--- src/rtl/comp_capture.sv ---
// Captures NBITS synchronised comparator decisions per conversion, MSB first, tagged with mux_sel.
// Latency: last bit_strobe at T -> PUSH at T+SYNC_STAGES+1 -> word_valid at T+SYNC_STAGES+2 (empty FIFO).
// Backpressure: FWFT FIFO holds words while word_ready=0; a word completing into a full FIFO with no pop is dropped and flagged.
module comp_capture #(
    parameter int NBITS       = 16,
    parameter int FIFO_DEPTH  = 4,
    parameter int SYNC_STAGES = 2
) (
    input  logic             clk,
    input  logic             rst_n,
    input  logic             comp_out,
    input  logic [3:0]       mux_sel,
    input  logic             conv_start,
    input  logic             bit_strobe,
    output logic [NBITS-1:0] word_data,
    output logic [3:0]       word_sel,
    output logic             word_valid,
    input  logic             word_ready,
    output logic             busy,
    output logic             overflow,
    input  logic             ovf_clr,
    inout  wire              vdd_d,
    inout  wire              vss_d
);

    localparam int CW = (NBITS > 1) ? $clog2(NBITS) : 1;
    localparam int AW = $clog2(FIFO_DEPTH);
    localparam int EW = NBITS + 4;
    localparam logic [CW-1:0] LAST_BIT = CW'(NBITS - 1);
    localparam logic [AW:0]   FULL_CNT = (AW + 1)'(FIFO_DEPTH);

    typedef enum logic [1:0] {
        IDLE    = 2'd0,
        CAPTURE = 2'd1,
        PUSH    = 2'd2
    } state_t;

    state_t state, state_nxt;

    // Supply pins carry no logic; they are only tied off here.
    wire supply_unused = vdd_d ^ vss_d;

    logic [SYNC_STAGES-1:0] comp_sync;
    logic [SYNC_STAGES-1:0] strb_sync;
    logic                   comp_s;
    logic                   strb_a;

    logic [NBITS-1:0] shift_reg;
    logic [CW-1:0]    bit_cnt;
    logic [3:0]       sel_q;

    logic [EW-1:0] mem [FIFO_DEPTH];
    logic [AW-1:0] wr_ptr;
    logic [AW-1:0] rd_ptr;
    logic [AW:0]   fcnt;
    logic [EW-1:0] head;
    logic          fifo_full;
    logic          push;
    logic          pop;
    logic          drop;

    // Synchronise comp_out and delay bit_strobe by the same depth so they stay aligned.
    always_ff @(posedge clk or negedge rst_n) begin
        if (!rst_n) begin
            comp_sync <= '0;
            strb_sync <= '0;
        end else begin
            comp_sync <= {comp_sync[SYNC_STAGES-2:0], comp_out};
            strb_sync <= {strb_sync[SYNC_STAGES-2:0], bit_strobe};
        end
    end

    assign comp_s = comp_sync[SYNC_STAGES-1];
    assign strb_a = strb_sync[SYNC_STAGES-1];

    // State register.
    always_ff @(posedge clk or negedge rst_n) begin
        if (!rst_n) begin
            state <= IDLE;
        end else begin
            state <= state_nxt;
        end
    end

    // Next-state: a mux_sel change during capture aborts the word before any strobe is considered.
    always_comb begin
        state_nxt = state;
        case (state)
            IDLE: begin
                if (conv_start) begin
                    state_nxt = CAPTURE;
                end
            end
            CAPTURE: begin
                if (mux_sel != sel_q) begin
                    state_nxt = IDLE;
                end else if (strb_a && (bit_cnt == LAST_BIT)) begin
                    state_nxt = PUSH;
                end
            end
            PUSH: begin
                state_nxt = IDLE;
            end
            default: begin
                state_nxt = IDLE;
            end
        endcase
    end

    // Capture datapath: clear and latch selection on start, shift one decision per aligned strobe.
    always_ff @(posedge clk or negedge rst_n) begin
        if (!rst_n) begin
            shift_reg <= '0;
            bit_cnt   <= '0;
            sel_q     <= '0;
        end else if ((state == IDLE) && conv_start) begin
            shift_reg <= '0;
            bit_cnt   <= '0;
            sel_q     <= mux_sel;
        end else if ((state == CAPTURE) && strb_a && (mux_sel == sel_q)) begin
            shift_reg <= {shift_reg[NBITS-2:0], comp_s};
            bit_cnt   <= bit_cnt + 1'b1;
        end
    end

    assign busy       = (state != IDLE);
    assign word_valid = (fcnt != '0);
    assign fifo_full  = (fcnt == FULL_CNT);
    assign pop        = word_valid && word_ready;
    assign push       = (state == PUSH) && (!fifo_full || pop);
    assign drop       = (state == PUSH) && fifo_full && !pop;

    // FIFO storage; a push into a full FIFO with a pop reuses the slot being vacated.
    always_ff @(posedge clk) begin
        if (push) begin
            mem[wr_ptr] <= {sel_q, shift_reg};
        end
    end

    // FIFO pointers and occupancy; pointers wrap naturally at the power-of-two depth.
    always_ff @(posedge clk or negedge rst_n) begin
        if (!rst_n) begin
            wr_ptr <= '0;
            rd_ptr <= '0;
            fcnt   <= '0;
        end else begin
            if (push) begin
                wr_ptr <= wr_ptr + 1'b1;
            end
            if (pop) begin
                rd_ptr <= rd_ptr + 1'b1;
            end
            if (push && !pop) begin
                fcnt <= fcnt + 1'b1;
            end else if (pop && !push) begin
                fcnt <= fcnt - 1'b1;
            end
        end
    end

    // Head is gated so outputs read zero whenever the FIFO is empty.
    assign head      = mem[rd_ptr];
    assign word_data = word_valid ? head[NBITS-1:0] : '0;
    assign word_sel  = word_valid ? head[EW-1:NBITS] : '0;

    // Sticky overflow; a drop in the same cycle as a clear keeps it set.
    always_ff @(posedge clk or negedge rst_n) begin
        if (!rst_n) begin
            overflow <= 1'b0;
        end else if (drop) begin
            overflow <= 1'b1;
        end else if (ovf_clr) begin
            overflow <= 1'b0;
        end
    end

endmodule

--- config.mk ---
export PLATFORM = sky130hd
export DESIGN_NAME = comp_capture
export DESIGN_NICKNAME = d
export VERILOG_FILES = /design/src/rtl/comp_capture.sv
export SDC_FILE = /design/constraint.sdc
export NUM_CORES = 1
export LEC_CHECK = 0
export CAP_MARGIN = 20
export CORE_MARGIN = 4
export CORE_UTILIZATION = 30
export DETAILED_ROUTE_END_ITERATION = 10
export PLACE_DENSITY = 0.54
export SYNTH_ARGS = -nofsm -noshare
export SYNTH_HDL_FRONTEND = slang
export SYNTH_SLANG_ARGS = --single-unit
--- constraint.sdc ---
create_clock -name clk -period 2.23 [get_ports clk]
set_input_delay 0.3345 -clock clk [delete_from_list [all_inputs] [get_ports clk]]
set_output_delay 0.3345 -clock clk [all_outputs]
set_load 0.02 [all_outputs]
==> impl_metrics.csv, run 1 <==
group,metric,value,unit
worst_setup_path,end_kind,"primary output",
grt,grt_use_total,10.82,%
sta,setup_slack,-0.01326,ns
cells_and_area,instances_no_fill,582,
pwr,peakVddDrop,423.1,uV
clock_tree,cts-root-buf,"clkbuf_16",
clock_tree,numCtsBuffers,17,
grt,grt_max_degree,23,
synthesis,yosysSeqAreaShare,69.88,%
outcome,violations,"negative setup slack",
sta,hold_viol_final,0,
drt,drcViolationCount,0,
worst_setup_path,arrival,1.91,ns
synthesis,synth_edf_count,80,
sta,slew_viol_final,0,
placement,io_buffers,33,
cells_and_area,fillers,1463,
run,drv_cap,0,
clock_tree,clock_sinks,118,
cells_and_area,largest_reg_flops,80,
pwr,powerDensity,818.5,nW/um^2
cells_and_area,final_core_util,39.80,%
sta,rsz0062_at_grt,"yes",
drt,dr.pass1.iters,4,
synthesis,yosysWarnings,0,
worst_setup_path,cp-start-kind,"flop",
die,ios,36,
worst_setup_path,cp-startpoint,"rd_ptr[0]$_DFFE_PN0N_",
worst_setup_path,r2r_start,"fcnt[1]$_DFFE_PN0P_",
grt,grt_pass1_vias,2817,
drt,wire_per_inst,15.52,um
placement,dp_cells,544,
synthesis,synth_area,4798,um^2
sta,finalCritPeriodShare,100.6,%
synthesis,synth.distinct_cells,36,
synthesis,ys_ff_latch,118,
worst_setup_path,reg2regPathDepth,8,
worst_setup_path,crit_type,"reg -> out",
drt,vias_per_cell,4.588,
worst_setup_path,crit_fanout,7,
synthesis,synth_cells,294,
synthesis,synth_area_per_cell,16.32,um^2
grt,grt_overflow,0,
clock_tree,cts_buffer_depth,2,
sta,unconstrained_endpoints,2,
die,num_rows,45,
min_path,hold_class,"in -> async",
cells_and_area,syn_to_final_growth,27.95,%
die,die-area,18080,um^2
sta,skew,0.009490,ns
sta,fmax,0.4458,GHz
synthesis,synthFlopType,"edfxtp_1",
cells_and_area,fin_nets,379,
sta,relSlewSlack,57.70,%
pwr,p_leak,2.282,nW
drt,ant_nets,0,
die,initial_utilization,31.10,%
worst_setup_path,r2r_setup_slack,0.15,ns
clock_tree,path_clk_slew,0.05,ns
drt,vias,2670,
clock_tree,htreeDepth,4,
die,coreArea,15430,um^2
placement,gp_congestion,0.6834,
grt,antenna_found_initial,0,
die,die_x,134.5,um
cells_and_area,drive_above_1_share,32.35,%
worst_setup_path,required,1.90,ns
clock_tree,insertion_delay,0.41,ns
cells_and_area,ff_latch_area,3354,um^2
grt,grt_pass1_wl,14790,um
die,dieHeight,134.5,um
drt,routed_wl,9030,um
clock_tree,cts_tree,"yes",
drt,drt_iter0_drc,183,
worst_setup_path,reg2reg_to,"fcnt[2]$_DFFE_PN0P_",
sta,worst-slew-pin-transition,0.6345,ns
cells_and_area,multiInputGateArea,1351,um^2
placement,hpwl,5497,um
sta,fin_crit,2.243,ns
cells_and_area,diodes,0,
outcome,status,"finished with violations",
sta,setup_viol,2,
synthesis,async_reset_ff_share,32.20,%
synthesis,syn_nets,314,
-- power breakdown --
part	total, mW	switching (mW)	internal [mW]
logic	0.168	0.105	0.0631
clock network	2.47	0.957	1.51
registers	2.39	0.0279	2.36
total	5.03	1.09	3.94
-- Yosys cell counts, types with 3 or more instances --
library cell | instances | area share [%]
clkbuf_1 | 6 | 0.47
a31o_2 | 3 | 0.55
dfrtp_1 | 38 | 20
edfxtp_1 | 80 | 50
xnor2_1 | 8 | 1.5
inv_1 | 5 | 0.39
buf_6 | 4 | 0.94
and3_2 | 3 | 0.47
o21ai_0 | 18 | 1.9
nand3_1 | 17 | 1.8
ha_1 | 6 | 1.6
nand2_1 | 18 | 1.4
a21oi_1 | 15 | 1.6
mux4_2 | 20 | 9.4
and2_1 | 26 | 3.4
-- what timing repair did --
item / CTS / global route
resized for setup: 25 / 92
hold buffers: 1 / 0
cloned: 0 / 0
hold endpoints to repair: 7 / 0
pin swaps: 0 / 0
buffers inserted: 0 / 6
setup endpoints to repair: 21 / 21
-- critical path: stages (launching register included) --
cell     delay (ns)
dfrtp_2        0.42
buf_4          0.15
buf_12         0.13
mux4_2         0.50
and2_4         0.17
buf_4          0.15
-- cells by family after synthesis --
logic type | count (synthesis) | synth area share (%)
xor+xnor | 10 | 1.825
mux | 21 | 9.622
buf+inv | 19 | 2.582
simple gates | 78 | 9.361
compound gates | 41 | 4.746
fa+ha+maj | 7 | 1.982
flops | 118 | 69.88
-- cells in the final DEF, fill, tap and decap left out, types with 2 or more instances in the layout --
master           count
edfxtp_1            80
ha_1                 6
nand2_1             18
buf_12               7
buf_8                2
and4_1               2
and2_1              16
and3_2               3
clkinv_4             2
clkinv_2             4
xor2_1               2
mux4_2              20
buf_2                2
clkinvlp_4           4
clkbuf_2             8
clkdlybuf4s50_1     11
nor2_1               2
a211oi_1             2
and2_4              10
buf_6               14
nand3_1             17
dfrtp_1             37
a21oi_1             15
clkbuf_16           17
nand2b_1             2
a31o_2               3
xnor2_1              8
inv_1                5
o21ai_0             18
buf_4               14
-- area by class of cell --
cell class                 instances  area share [%]
sequential                       118           54.64
multi-input combinational        157           22.01
timing repair buffer              60           9.965
clock buffer                      18           6.990
tap                              211           4.300
clock inverter                    13           1.793
inverter                           5          0.3057
-- through the flow --
step           TNS [ns]  setup WS, ns  power, mW  hold WS (ns)  instance area, um^2
6_report       -0.02227      -0.01326      5.025        0.3030                 6140
3_3_place_gp    -0.1167      -0.06372      2.590        0.1939                 5508
2_1_floorplan         0        0.1948      2.522       0.03891                 4798
5_1_grt         -0.5365      -0.07095      5.188        0.3186                 6140
3_5_place_dp    -0.2944       -0.1514      2.596        0.1994                 5508
4_1_cts          -2.732       -0.1621      5.070        0.2872                 6043
-- routing by layer --
| layer | vias up | global-route usage (%) | part of all wire, % |
|---|---|---|---|
| met5 | - | 0 | 0 |
| met4 | 0 | 4.808 | 1.7 |
| met3 | 15 | 3.689 | 3.9 |
| met2 | 66 | 16.98 | 49 |
| met1 | 1352 | 13.63 | 45 |
| li1 | 1237 | - | - |
-- how the worst max path moves through the flow --
stage | endpoint | slack (ns) | cells after the start
floorplan | fcnt[1]$_DFFE_PN0P_ | 0.19 | 6
global placement | fcnt[2]$_DFFE_PN0P_ | -0.06 | 10
detailed placement | fcnt[2]$_DFFE_PN0P_ | -0.15 | 10
CTS | word_data[0] | -0.16 | 4
global route | word_data[13] | -0.07 | 5
finish | word_data[5] | -0.01 | 5
Note: power is estimated with default switching activity, not from simulation.
==> inputs of run 2 (changes only) <==
--- a/config.mk
+++ b/config.mk
@@ -9,6 +9,7 @@
 export CORE_MARGIN = 4
 export CORE_UTILIZATION = 30
 export DETAILED_ROUTE_END_ITERATION = 10
+export GPL_ROUTABILITY_DRIVEN = 0
 export PLACE_DENSITY = 0.54
 export SYNTH_ARGS = -nofsm -noshare
 export SYNTH_HDL_FRONTEND = slang
==> constraint.sdc (replaced) <==
create_clock -name clk -period 2.2 [get_ports clk]
set_input_delay 0.33 -clock clk [delete_from_list [all_inputs] [get_ports clk]]
set_output_delay 0.33 -clock clk [all_outputs]
set_load 0.02 [all_outputs]
==> run 2 against run 1 <==
The run still ends with negative setup slack left. First-iteration DRC count down 12%. Clock-buffer cell count up 1. Core utilization up 0.28 points. Clock skew down 0.0034 ns. Cell area up 0.69%. Hold slack better by 0.042 ns. Cell count up 0.17%. Register-to-register slack about the same. Routed wire length up 1.6%. Critical path depth unchanged. Sequential power about the same.
==> impl_metrics.csv, run 2 (same netlist as run 1, synthesis figures left out) <==
group,metric,value,unit
cells_and_area,final_common_cell,"edfxtp_1",
worst_setup_path,crit_path_top_delay_cell,"mux4_2",
cells_and_area,diodes,0,
placement,dp_slack,-0.1239,ns
pwr,peakVddDrop,410.4,uV
clock_tree,htreeDepth,4,
die,die_x,134.5,um
worst_setup_path,arrival,1.89,ns
sta,setup_slack,-0.01656,ns
run,drv_cap,0,
clock_tree,cts_buffer_depth,2,
drt,dr.pass1.iters,4,
outcome,violations,"negative setup slack",
clock_tree,numCtsBuffers,17,
worst_setup_path,crit_type,"reg -> out",
cells_and_area,syn_to_final_growth,28.84,%
outcome,status,"finished with violations",
drt,routed_wl,9173,um
sta,unconstrained_endpoints,2,
worst_setup_path,required,1.87,ns
worst_setup_path,cp.depth,5,
drt,vias,2681,
sta,relSlewSlack,58.70,%
die,die-area,18080,um^2
die,initial_utilization,31.10,%
cells_and_area,fin_nets,381,
drt,drt_iter0_drc,161,
sta,finalCritPeriodShare,100.8,%
drt,ant_nets,0,
sta,worst-slew-pin-transition,0.6180,ns
min_path,hold_class,"reg -> reg",
grt,grt_max_degree,21,
drt,drcViolationCount,0,
sta,hold_viol_final,0,
clock_tree,path_clk_slew,0.05,ns
pwr,p_leak,2.310,nW
sta,skew,0.006047,ns
placement,place_area,5515,um^2
drt,wire_per_inst,15.73,um
grt,grt_use_total,11.12,%
worst_setup_path,end_kind,"primary output",
cells_and_area,post-route-cell-area,6182,um^2
cells_and_area,drive_above_1_share,33.87,%
sta,slew_viol_final,0,
worst_setup_path,critPathTopFamily,"multiplexers",
die,num_rows,45,
sta,fin_crit,2.217,ns
worst_setup_path,crit_fanout,6,
worst_setup_path,max_stage_delay,0.48,ns
die,ios,36,
pwr,power,5.007,mW
sta,rsz0062_at_grt,"yes",
grt,grt_pass1_wl,15250,um
grt,antenna_found_initial,0,
grt,grt_pass1_vias,2861,
worst_setup_path,reg2regPathDepth,8,
placement,io_buffers,33,
sta,setup_viol,4,
sta,fmax,0.4512,GHz
worst_setup_path,cp-start-kind,"flop",
cells_and_area,final_cell_mix,"80 x edfxtp_1, 37 x dfrtp_1, 20 x mux4_2, 19 x buf_6",
clock_tree,cts-root-buf,"clkbuf_16",
placement,hpwl,5745,um
clock_tree,cts_tree,"yes",
worst_setup_path,worstPathCellList,"buf_8 -> buf_4 -> mux4_2 -> and2_4 -> buf_6",
die,coreArea,15430,um^2
die,dieHeight,134.5,um
drt,vias_per_cell,4.599,
clock_tree,insertion_delay,0.41,ns
sta,setup_tns,-0.04999,ns
grt,grt_overflow,0,
pwr,powerDensity,809.9,nW/um^2
worst_setup_path,path_buf_inv,3,
cells_and_area,largest_reg_flops,80,
clock_tree,clock_sinks,118,
min_path,min_delay_path_depth,0,
-- run 2: cell types whose count changed in the layout (fill, tap and decap cells not counted), sizes merged --
| cell | previous run | this run |
|---|---|---|
| clkinvlp | 4 | 2 |
| buf | 39 | 47 |
| inv | 6 | 5 |
| clkinv | 7 | 8 |
| clkbuf | 26 | 21 |
-- run 2: report_power, final --
part           total, mW  internal, mW  switching (mW)
combinational      0.171        0.0640           0.107
sequential          2.42          2.39          0.0291
clock               2.42          1.52           0.898
total               5.01          3.97            1.03
-- run 2: per-layer routing --
layer | routed length, um | track usage, % | vias up
met2 | 4655 | 18.10 | 64
li1 | - | - | 1249
met1 | 3949 | 13.59 | 1363
met5 | 0 | 0 | -
met4 | 85 | 5.430 | 0
met3 | 482 | 3.279 | 5
-- run 2: layout make-up --
class	count	area, um^2
fillers	1442	9245
flip-flops and latches	118	3354
multi-input cells	157	1366
repair buffers	62	658.1
clock buffers	19	432.9
well taps	211	264.0
clock inverters	11	87.58
inverters	5	18.77
-- run 2: repair_timing --
| item | in CTS | in global routing |
|---|---|---|
| endpoints found under the setup margin | 21 | 21 |
| pin swaps | 0 | 8 |
| hold buffers | 1 | 0 |
| hold endpoints to repair | 13 | 0 |
| resized for setup | 25 | 114 |
| setup buffers | 1 | 6 |
-- run 2: final timing paths --
| path | startpoint | to | slack, ns |
|---|---|---|---|
| setup / recovery | rd_ptr[0]$_DFFE_PN0N_ | word_data[7] | -0.02 |
| hold / removal | strb_sync[0]$_DFF_PN0_ | strb_sync[1]$_DFF_PN0_ | 0.35 |
| setup reg to reg | fcnt[1]$_DFFE_PN0P_ | fcnt[2]$_DFFE_PN0P_ | 0.16 |
| hold reg to reg | strb_sync[0]$_DFF_PN0_ | strb_sync[1]$_DFF_PN0_ | 0.35 |
| max in group asynchronous | rst_n | rd_ptr[0]$_DFFE_PN0N_ | 1.29 |
| min in group asynchronous | rst_n | comp_sync[1]$_DFF_PN0_ | 0.36 |
-- run 2: per-stage QoR --
| stage | std cells | utilization [%] | hold slack, ns |
|---|---|---|---|
| 6_report | 583 | 40.07 | 0.3454 |
| 2_1_floorplan | 294 | - | 0.03441 |
| 3_5_place_dp | 545 | 35.75 | 0.2599 |
| 4_1_cts | 577 | 39.15 | 0.3455 |
| 3_3_place_gp | 545 | 35.75 | 0.2528 |
| 5_1_grt | 583 | 40.07 | 0.3443 |
